[config.mk]
export PLATFORM = sky130hd
export DESIGN_NAME = inv_mix_columns_seq
export DESIGN_NICKNAME = d
export VERILOG_FILES = /design/src/rtl/aes_dec_pkg.sv /design/src/rtl/inv_mix_column_word.sv /design/src/rtl/inv_mix_columns_seq.sv
export SDC_FILE = /design/constraint.sdc
export NUM_CORES = 1
export LEC_CHECK = 0
export ABC_CLOCK_PERIOD_IN_PS = 2720
export CAP_MARGIN = 20
export CORE_AREA = 2 2 146 148
export DETAILED_ROUTE_END_ITERATION = 10
export DIE_AREA = 0 0 148 150
export PLACE_DENSITY = 0.77
export SYNTH_ARGS = -nofsm -noshare
export SYNTH_HDL_FRONTEND = slang
export SYNTH_SLANG_ARGS = --single-unit
[constraint.sdc]
create_clock -name clk -period 2.72 [get_ports clk]
set_input_delay 0.544 -clock clk [delete_from_list [all_inputs] [get_ports clk]]
set_output_delay 0.544 -clock clk [all_outputs]
set_load 0.05 [all_outputs]
[src/rtl/aes_dec_pkg.sv]
// Shared types, constants and GF(2^8) helpers for the AES decryption datapath.
// All GF multiplies are built from xtime chains.
package aes_dec_pkg;

    localparam int NUM_COLS = 4;

    typedef logic [0:127] state_t;
    typedef logic [0:31]  col_t;
    typedef logic [0:7]   byte_t;

    localparam byte_t RED_POLY = 8'h1B;

    typedef enum logic [1:0] {
        IDLE = 2'd0,
        CALC = 2'd1,
        DONE = 2'd2
    } fsm_state_t;

    // Bit 0 is the MSB here, so a left shift drops b[0].
    function automatic byte_t xtime(input byte_t b);
        xtime = {b[1:7], 1'b0} ^ (b[0] ? RED_POLY : 8'h00);
    endfunction

    function automatic byte_t gmul_9(input byte_t b);
        byte_t x2, x4, x8;
        x2 = xtime(b);
        x4 = xtime(x2);
        x8 = xtime(x4);
        gmul_9 = x8 ^ b;
    endfunction

    function automatic byte_t gmul_b(input byte_t b);
        byte_t x2, x4, x8;
        x2 = xtime(b);
        x4 = xtime(x2);
        x8 = xtime(x4);
        gmul_b = x8 ^ x2 ^ b;
    endfunction

    function automatic byte_t gmul_d(input byte_t b);
        byte_t x2, x4, x8;
        x2 = xtime(b);
        x4 = xtime(x2);
        x8 = xtime(x4);
        gmul_d = x8 ^ x4 ^ b;
    endfunction

    function automatic byte_t gmul_e(input byte_t b);
        byte_t x2, x4, x8;
        x2 = xtime(b);
        x4 = xtime(x2);
        x8 = xtime(x4);
        gmul_e = x8 ^ x4 ^ x2;
    endfunction

endpackage

[src/rtl/inv_mix_column_word.sv]
// Combinational InvMixColumns on a single 32-bit column.
module inv_mix_column_word
    import aes_dec_pkg::*;
(
    input  col_t col_in,
    output col_t col_out
);

    localparam int ROWS = 4;

    byte_t a [ROWS];

    // Each output row is the circulant {E,B,D,9} rotated by the row index.
    for (genvar gi = 0; gi < ROWS; gi++) begin : g_row
        assign a[gi] = col_in[8*gi +: 8];
        assign col_out[8*gi +: 8] = gmul_e(a[gi])
                                  ^ gmul_b(a[(gi + 1) % ROWS])
                                  ^ gmul_d(a[(gi + 2) % ROWS])
                                  ^ gmul_9(a[(gi + 3) % ROWS]);
    end

endmodule

[src/rtl/inv_mix_columns_seq.sv]
// Sequential InvMixColumns: one column per clock through a shared column datapath.
// Optional build macro IMC_BYPASS_EN adds a per-state bypass for the final round.
module inv_mix_columns_seq #(
    parameter int NUM_COLS = aes_dec_pkg::NUM_COLS
) (
    input  logic         clk,
    input  logic         rst_n,
    input  logic         in_valid,
    output logic         in_ready,
    input  logic [0:127] state_in,
`ifdef IMC_BYPASS_EN
    input  logic         bypass,
`endif
    output logic         out_valid,
    input  logic         out_ready,
    output logic [0:127] state_out
);
    import aes_dec_pkg::*;

    localparam int CNT_W = (NUM_COLS > 1) ? $clog2(NUM_COLS) : 1;
    localparam logic [CNT_W-1:0] LAST_COL = CNT_W'(NUM_COLS - 1);

    fsm_state_t       state_q, state_d;
    logic [CNT_W-1:0] cnt_q, cnt_d;
    state_t           work_q, work_d;
`ifdef IMC_BYPASS_EN
    logic             bypass_q, bypass_d;
`endif

    col_t   col_cur [NUM_COLS];
    col_t   mix_in, mix_out, col_res;
    state_t calc_word;

    assign mix_in = col_cur[cnt_q];

    inv_mix_column_word u_col (
        .col_in  (mix_in),
        .col_out (mix_out)
    );

`ifdef IMC_BYPASS_EN
    assign col_res = bypass_q ? mix_in : mix_out;
`else
    assign col_res = mix_out;
`endif

    // Only the column selected by the counter is rewritten; the rest pass through.
    for (genvar gi = 0; gi < NUM_COLS; gi++) begin : g_col
        assign col_cur[gi] = work_q[32*gi +: 32];
        assign calc_word[32*gi +: 32] = (cnt_q == CNT_W'(gi)) ? col_res : col_cur[gi];
    end

    always_comb begin
        state_d  = state_q;
        cnt_d    = cnt_q;
        work_d   = work_q;
        in_ready = 1'b0;
`ifdef IMC_BYPASS_EN
        bypass_d = bypass_q;
`endif
        unique case (state_q)
            IDLE: begin
                in_ready = 1'b1;
            end
            CALC: begin
                work_d = calc_word;
                if (cnt_q == LAST_COL) begin
                    cnt_d   = '0;
                    state_d = DONE;
                end else begin
                    cnt_d = cnt_q + CNT_W'(1);
                end
            end
            DONE: begin
                in_ready = out_ready;
                if (out_ready && !in_valid) begin
                    state_d = IDLE;
                end
            end
            default: begin
                state_d = IDLE;
            end
        endcase

        // A new state may be taken from IDLE or on the same edge as the output handshake.
        if (in_valid && in_ready) begin
            work_d  = state_in;
            cnt_d   = '0;
            state_d = CALC;
`ifdef IMC_BYPASS_EN
            bypass_d = bypass;
`endif
        end
    end

    always_ff @(posedge clk) begin
        if (!rst_n) begin
            state_q <= IDLE;
            cnt_q   <= '0;
            work_q  <= '0;
`ifdef IMC_BYPASS_EN
            bypass_q <= 1'b0;
`endif
        end else begin
            state_q <= state_d;
            cnt_q   <= cnt_d;
            work_q  <= work_d;
`ifdef IMC_BYPASS_EN
            bypass_q <= bypass_d;
`endif
        end
    end

    assign out_valid = (state_q == DONE);
    assign state_out = work_q;

endmodule

Word level (Yosys, flattened, before mapping). Cells that the tools add are included.

Bits in registers: 132. Output and inout bits: 130. Logic and storage cells: 114.

Add/subtract/negate cells: 1. Magnitude comparators: 1. Eq/ne operators: 10. Muxes and demuxes: 27. Bitwise gates (word level): 51. Reductions and logical operators: 17.

Operator list (number): $xor A8 B8 Y8 (48); $mux W128 (2); $mux W32 (6); $bmux W32 S2 (1); $mux W5 (12); $reduce_bool A2 Y1 (5); $reduce_and A2 Y1 (4); $eq A2 B2 Y1 const B (3); $mux W2 (3); $pmux W2 S3 (1); $reduce_and A3 Y1 (2); $eq A2 B1 Y1 const B (2); $logic_not A2 Y1 (2); $ne A2 B2 Y1 const B (2); $ge A3 B3 Y1 const B (1); $ne A3 B1 Y1 const B (1); $ne A3 B3 Y1 const B (1); $not A2 Y3 (1); $add A2 B1 Y2 const B (1); $logic_and A1 B1 Y1 (2); $ne A2 B1 Y1 const B (1); $not A1 Y1 (2); $pmux W1 S2 (1); $reduce_or A2 Y1 (1); 2 further kinds (2).

Depth between registers and ports, before layout. Gate-level depths: netlist of the first run.

Depth in word-level cells: 18. Depth in mapped cells: 11.

Modules after synthesis. Synthesis of the first run repeated with hierarchy kept, for this count alone.

Cell total of the unflattened synthesis: 1017. Area, all modules: 9386.5 um2.

By module, submodules not included: inv_mix_columns_seq (times used 1, cells an instance 803, area an instance 6980.4 um2, sequential area each 2642.5 um2); inv_mix_column_word (times used 1, cells an instance 214, area an instance 2406.1 um2, sequential area each 0.0 um2).

Worst setup path after synthesis of the first run. Ideal clock, no wire load.

Path type: reg-to-reg. From: register cnt_q[0]. To: register work_q[108] (netlist: state_out[19]). Library setup time: 59 ps. Arrival time: 2910 ps. Setup slack: -250 ps. Stages on the path, launching flop included: 10. Path buffers: 2. Period minus slack after synthesis: 2970 ps. Path through: dfxtp_1 -> buf_6 -> mux4_1 -> buf_4 -> xor2_1 -> xnor3_1 -> xnor2_2 -> xor3_2 -> o21ai_0 -> and2_1.

Word-level cells in the longest chain between the ends: 16. Elaborated cells on any way between the ends: 43. Those cells by class: 17 x mux; 23 x bitwise; 3 x reduce/logical.

Ends and longest elaborated chain: start: declaration (RTL line inv_mix_columns_seq.sv:24) `logic [CNT_W-1:0] cnt_q, cnt_d;`; start signal: assignment (RTL line inv_mix_columns_seq.sv:106) `cnt_q <= cnt_d;`; $not A2 Y3 (not written as such) (RTL line inv_mix_columns_seq.sv:34) `assign mix_in = col_cur[cnt_q];`; $bmux W32 S2 (RTL line inv_mix_columns_seq.sv:34); $mux W32 (not written as such) (2 in a row) (RTL line inv_mix_columns_seq.sv:34); $xor A8 B8 Y8 (RTL line aes_dec_pkg.sv:21) `xtime = {b[1:7], 1'b0} ^ (b[0] ? RED_POLY : 8'h00);`; $mux W5 or $xor A8 B8 Y8 (tied branches) (RTL line aes_dec_pkg.sv:21); $xor A8 B8 Y8 or $mux W5 (tied branches) (RTL line aes_dec_pkg.sv:21); $xor A8 B8 Y8 (RTL line aes_dec_pkg.sv:21); $xor A8 B8 Y8 (on tied branches) (2 in a row) (RTL line aes_dec_pkg.sv:53, aes_dec_pkg.sv:37); $xor A8 B8 Y8 (RTL line inv_mix_column_word.sv:17) `^ gmul_b(a[(gi + 1) % ROWS])`; $xor A8 B8 Y8 (RTL line inv_mix_column_word.sv:18) `^ gmul_d(a[(gi + 2) % ROWS])`; $xor A8 B8 Y8 (RTL line inv_mix_column_word.sv:19) `^ gmul_9(a[(gi + 3) % ROWS]);`; $mux W32 (RTL line inv_mix_columns_seq.sv:50) `assign calc_word[32*gi +: 32] = (cnt_q == CNT_W'(gi)) ? col_res : col_cur[gi];`; $mux W128 (RTL line inv_mix_columns_seq.sv:61) `unique case (state_q)`; $mux W128 (RTL line inv_mix_columns_seq.sv:86) `if (in_valid && in_ready) begin`; end signal: assignment (RTL line inv_mix_columns_seq.sv:107) `work_q <= work_d;`; end: declaration (RTL line inv_mix_columns_seq.sv:25) `state_t work_q, work_d;`.

Parallel ways exist; a longest one is shown, timed or not. The select of a mux whose other input is x is not followed. A chain may end at the register's enable or synchronous reset.

Final worst setup path of the first run.
From: register cnt_q[0]. To: register work_q[89] (netlist: state_out[38]).

Same word-level chain as after synthesis.

==> summary.log, run 1 <==
qor: placement.gpl.final_weighted_congestion 1.02
qor: clock_tree.cts_tree done
qor: finish.final_common_cell clkdlybuf4s50_1
qor: finish.layout_common_cells clkdlybuf4s50_1, buf_4, dfxtp_1
qor: finish.final_design_area_no_fill 15300 sq um
qor: synth.yosysWarningCount 0
qor: finish.area_delta_synth_final 71.9%
qor: critical_path.worst-setup-path-type reg2reg
qor: timing.worst-slew-pin-transition 895 ps
qor: clock_tree.clk_root_buffer_cell clkbuf_16
qor: clock_tree.tritoncts.num_buffers 17
qor: placement.post_dp_hpwl 26800 um
qor: synth.syn-cell-area 8890 sq um
qor: outcome.run_status finished, violations left
qor: timing.period_needed 3170 ps
qor: floorplanning.fp.dieW 148 um
qor: critical_path.worst_path_max_delay_cell mux4_2
qor: critical_path.cpMostUsedCell buf_4
qor: timing.finalHoldViolCount 0
qor: timing.grt_setup_unrepaired true
qor: floorplanning.core 20700 sq um
qor: global_routing.grt_pass1_wl 56200 um
qor: routing.post_drt_via_cell_ratio 6.25
qor: clock_tree.postCtsHoldBufs 0
qor: critical_path.worstSetupEndpointType flop
qor: routing.first_pass_iters 7
qor: finish.n_fill_cell 1238
qor: synth.avgSynthCellArea 9.41 sq um
qor: timing.hold_slack 509 ps
qor: finish.antenna_cells 0
qor: placement.io_buf_count 261
qor: routing.antenna_violating_nets_post_route 0
qor: critical_path.start_kind flop
qor: clock_tree.cts.sink_count 132
qor: routing.vias 10400
qor: timing.setup_violations 128
qor: hold_path.worstHoldPathType reg2reg
qor: critical_path.crit_required 3110 ps
qor: synth.synth_sequential_area_ratio 29.7%
qor: job.maxCapViolations 0
qor: timing.setup_tns -30480 ps
qor: hold_path.timing.hold.worst_path_depth 2
qor: placement.dp_worst_slack -411 ps
qor: routing.drt-total-wl 43500 um
qor: routing.post_drt_wl_per_cell 26.2 um
qor: synth.synthArstFlopShare 0%
qor: routing.post-route-drc-count 0
qor: timing.max_clock_freq 315 MHz
qor: clock_tree.cts_max_level 4
qor: floorplanning.die_area 22200 sq um
qor: timing.slew_violations 0
qor: critical_path.critical_path.cell_chain buf_12, mux4_2, buf_4, xnor2_1, xnor3_1, xnor2_2, buf_4, nand2_1, o21ai_0, o211a_1
qor: critical_path.worstPathMaxFanout 8
qor: outcome.violations_in_the_final_reports setup timing
qor: synth.syn_nets 1080
qor: critical_path.critical_path_arrival 3560 ps
qor: finish.nets 1508
qor: global_routing.globalRoute.totalOverflow 0
qor: global_routing.globalRouteTotalUtil 33.6%
qor: global_routing.grt_pass1_vias 9532
qor: clock_tree.cts.path.max_buffers 2
qor: clock_tree.clk_transition_reported_paths 70 ps
qor: clock_tree.clk_latency 440 ps
qor: critical_path.slowest_delay 590 ps
qor: finish.drive_above_1_share 34.1%
qor: synth.postSynthRegisterBits 132
qor: placement.dpl-instance-area 13000 sq um
qor: floorplanning.starting_density_of_the_core 42.9%
qor: routing.drt_iter0_drc 1351
qor: timing.setup_ws -454 ps
qor: critical_path.number_of_cell_instances_on_the_worst_register_to_register_path 10
qor: timing.timing.clock.skew 7.08 ps
qor: floorplanning.rows 53
qor: global_routing.grt_max_degree 81
qor: timing.max_slew_margin 40.1%
qor: floorplanning.die_h 150 um
qor: global_routing.grt_antenna_before_repair 1
qor: synth.number_of_enable_flip_flop_cells_after_synthesis 0
qor: floorplanning.design.portCount 262
qor: timing.post-route-period-util 117%
qor: synth.synth.distinct_cells 41
qor: synth.synthCells 944
qor: synth.synth_ff_type dfxtp_1
[state kept, by name, indices dropped and copies added, names as in the netlist]
signal     flops
state_q        2
state_out    128
cnt_q          2
[routing by layer]
layer | global-route usage (%) | routed length (um) | part of all wire, % | vias to the layer above
met5 | 0 | 0 | 0 | -
met4 | 14.4 | 2870 | 6.6 | 0
met3 | 8.23 | 5080 | 12 | 265
met2 | 54.7 | 20300 | 47 | 939
met1 | 42.8 | 15200 | 35 | 4979
li1 | - | - | - | 4191
[worst paths after layout]
path                      start            end  slack, ps
hold / removal    state_out[41]  state_out[41]        510
setup / recovery       cnt_q[0]  state_out[38]       -450
setup reg to reg       cnt_q[0]  state_out[38]       -450
hold reg to reg   state_out[41]  state_out[41]        510
[metrics by stage]
step,utilization [%],instances
after floorplan,-,944
after global placement,62.8,1565
after detailed placement,62.8,1565
after CTS,68.6,1619
after global routing,73.8,1660
final,73.8,1660
[cells in the mapped netlist (28+ instances only)]
library cell | count | share of area [%]
o211a_1 | 29 | 3.3
clkbuf_1 | 53 | 2.2
mux4_2 | 28 | 7.1
nand3_1 | 30 | 1.7
nor2_1 | 36 | 1.5
nand2_1 | 111 | 4.7
xnor3_1 | 30 | 7.6
dfxtp_1 | 132 | 30
xnor2_1 | 101 | 10
a21oi_1 | 111 | 6.3
o21ai_0 | 89 | 5.0
xor2_1 | 35 | 3.4
[worst max-delay path: cells and delay by family (launching register included)]
family | cells | cell delay [ps]
multiplexers | 1 | 590
flip-flops | 1 | 410
buffers and inverters | 3 | 540
AO/OA/AOI/OAI | 2 | 340
AND/OR/NAND/NOR | 1 | 90
XOR/XNOR | 3 | 1140
[cell type report]
class / count / area [sq um] / area share, %
Clock inverter: 15 / 173 / 1.13
Multi-Input combinational cell: 723 / 6960 / 45.5
Clock buffer: 17 / 425 / 2.79
Sequential cell: 132 / 2650 / 17.3
Tap cell: 275 / 344 / 2.25
Inverter: 3 / 11.3 / 0.0737
Timing Repair Buffer: 495 / 4720 / 30.9
[repair_timing]
item	in CTS	in global routing
endpoints found under the setup margin	126	128
resized for setup	82	152
gates cloned	0	0
setup buffers	22	45
pin swaps	31	88
[cell families (layout without fill, tap and decap cells)]
group	after synthesis	count (layout)	synth area share, %
AOI/OAI and AO/OA	300	300	20.8
xor gates and xnor gates	190	190	26.6
adders and majority gates	4	4	0.563
buffers and inverters	89	530	4.77
DFF	132	132	29.7
muxes	32	32	8.28
and+or+nand+nor	197	197	9.31
Power of run 1 is not shown: default switching activity piles up to over one toggle a cycle in this logic, so the estimate is an artifact.
==> run 2: changes to the inputs <==
--- a/config.mk
+++ b/config.mk
@@ -11,6 +11,7 @@
 export DETAILED_ROUTE_END_ITERATION = 10
 export DIE_AREA = 0 0 148 150
 export PLACE_DENSITY = 0.77
+export SLEW_MARGIN = 5
 export SYNTH_ARGS = -nofsm -noshare
 export SYNTH_HDL_FRONTEND = slang
 export SYNTH_SLANG_ARGS = --single-unit
==> results of run 2 <==
Same layout as run 1: the final DEF is identical, and so are final timing and power.
Power of run 2 is left out for the same reason.
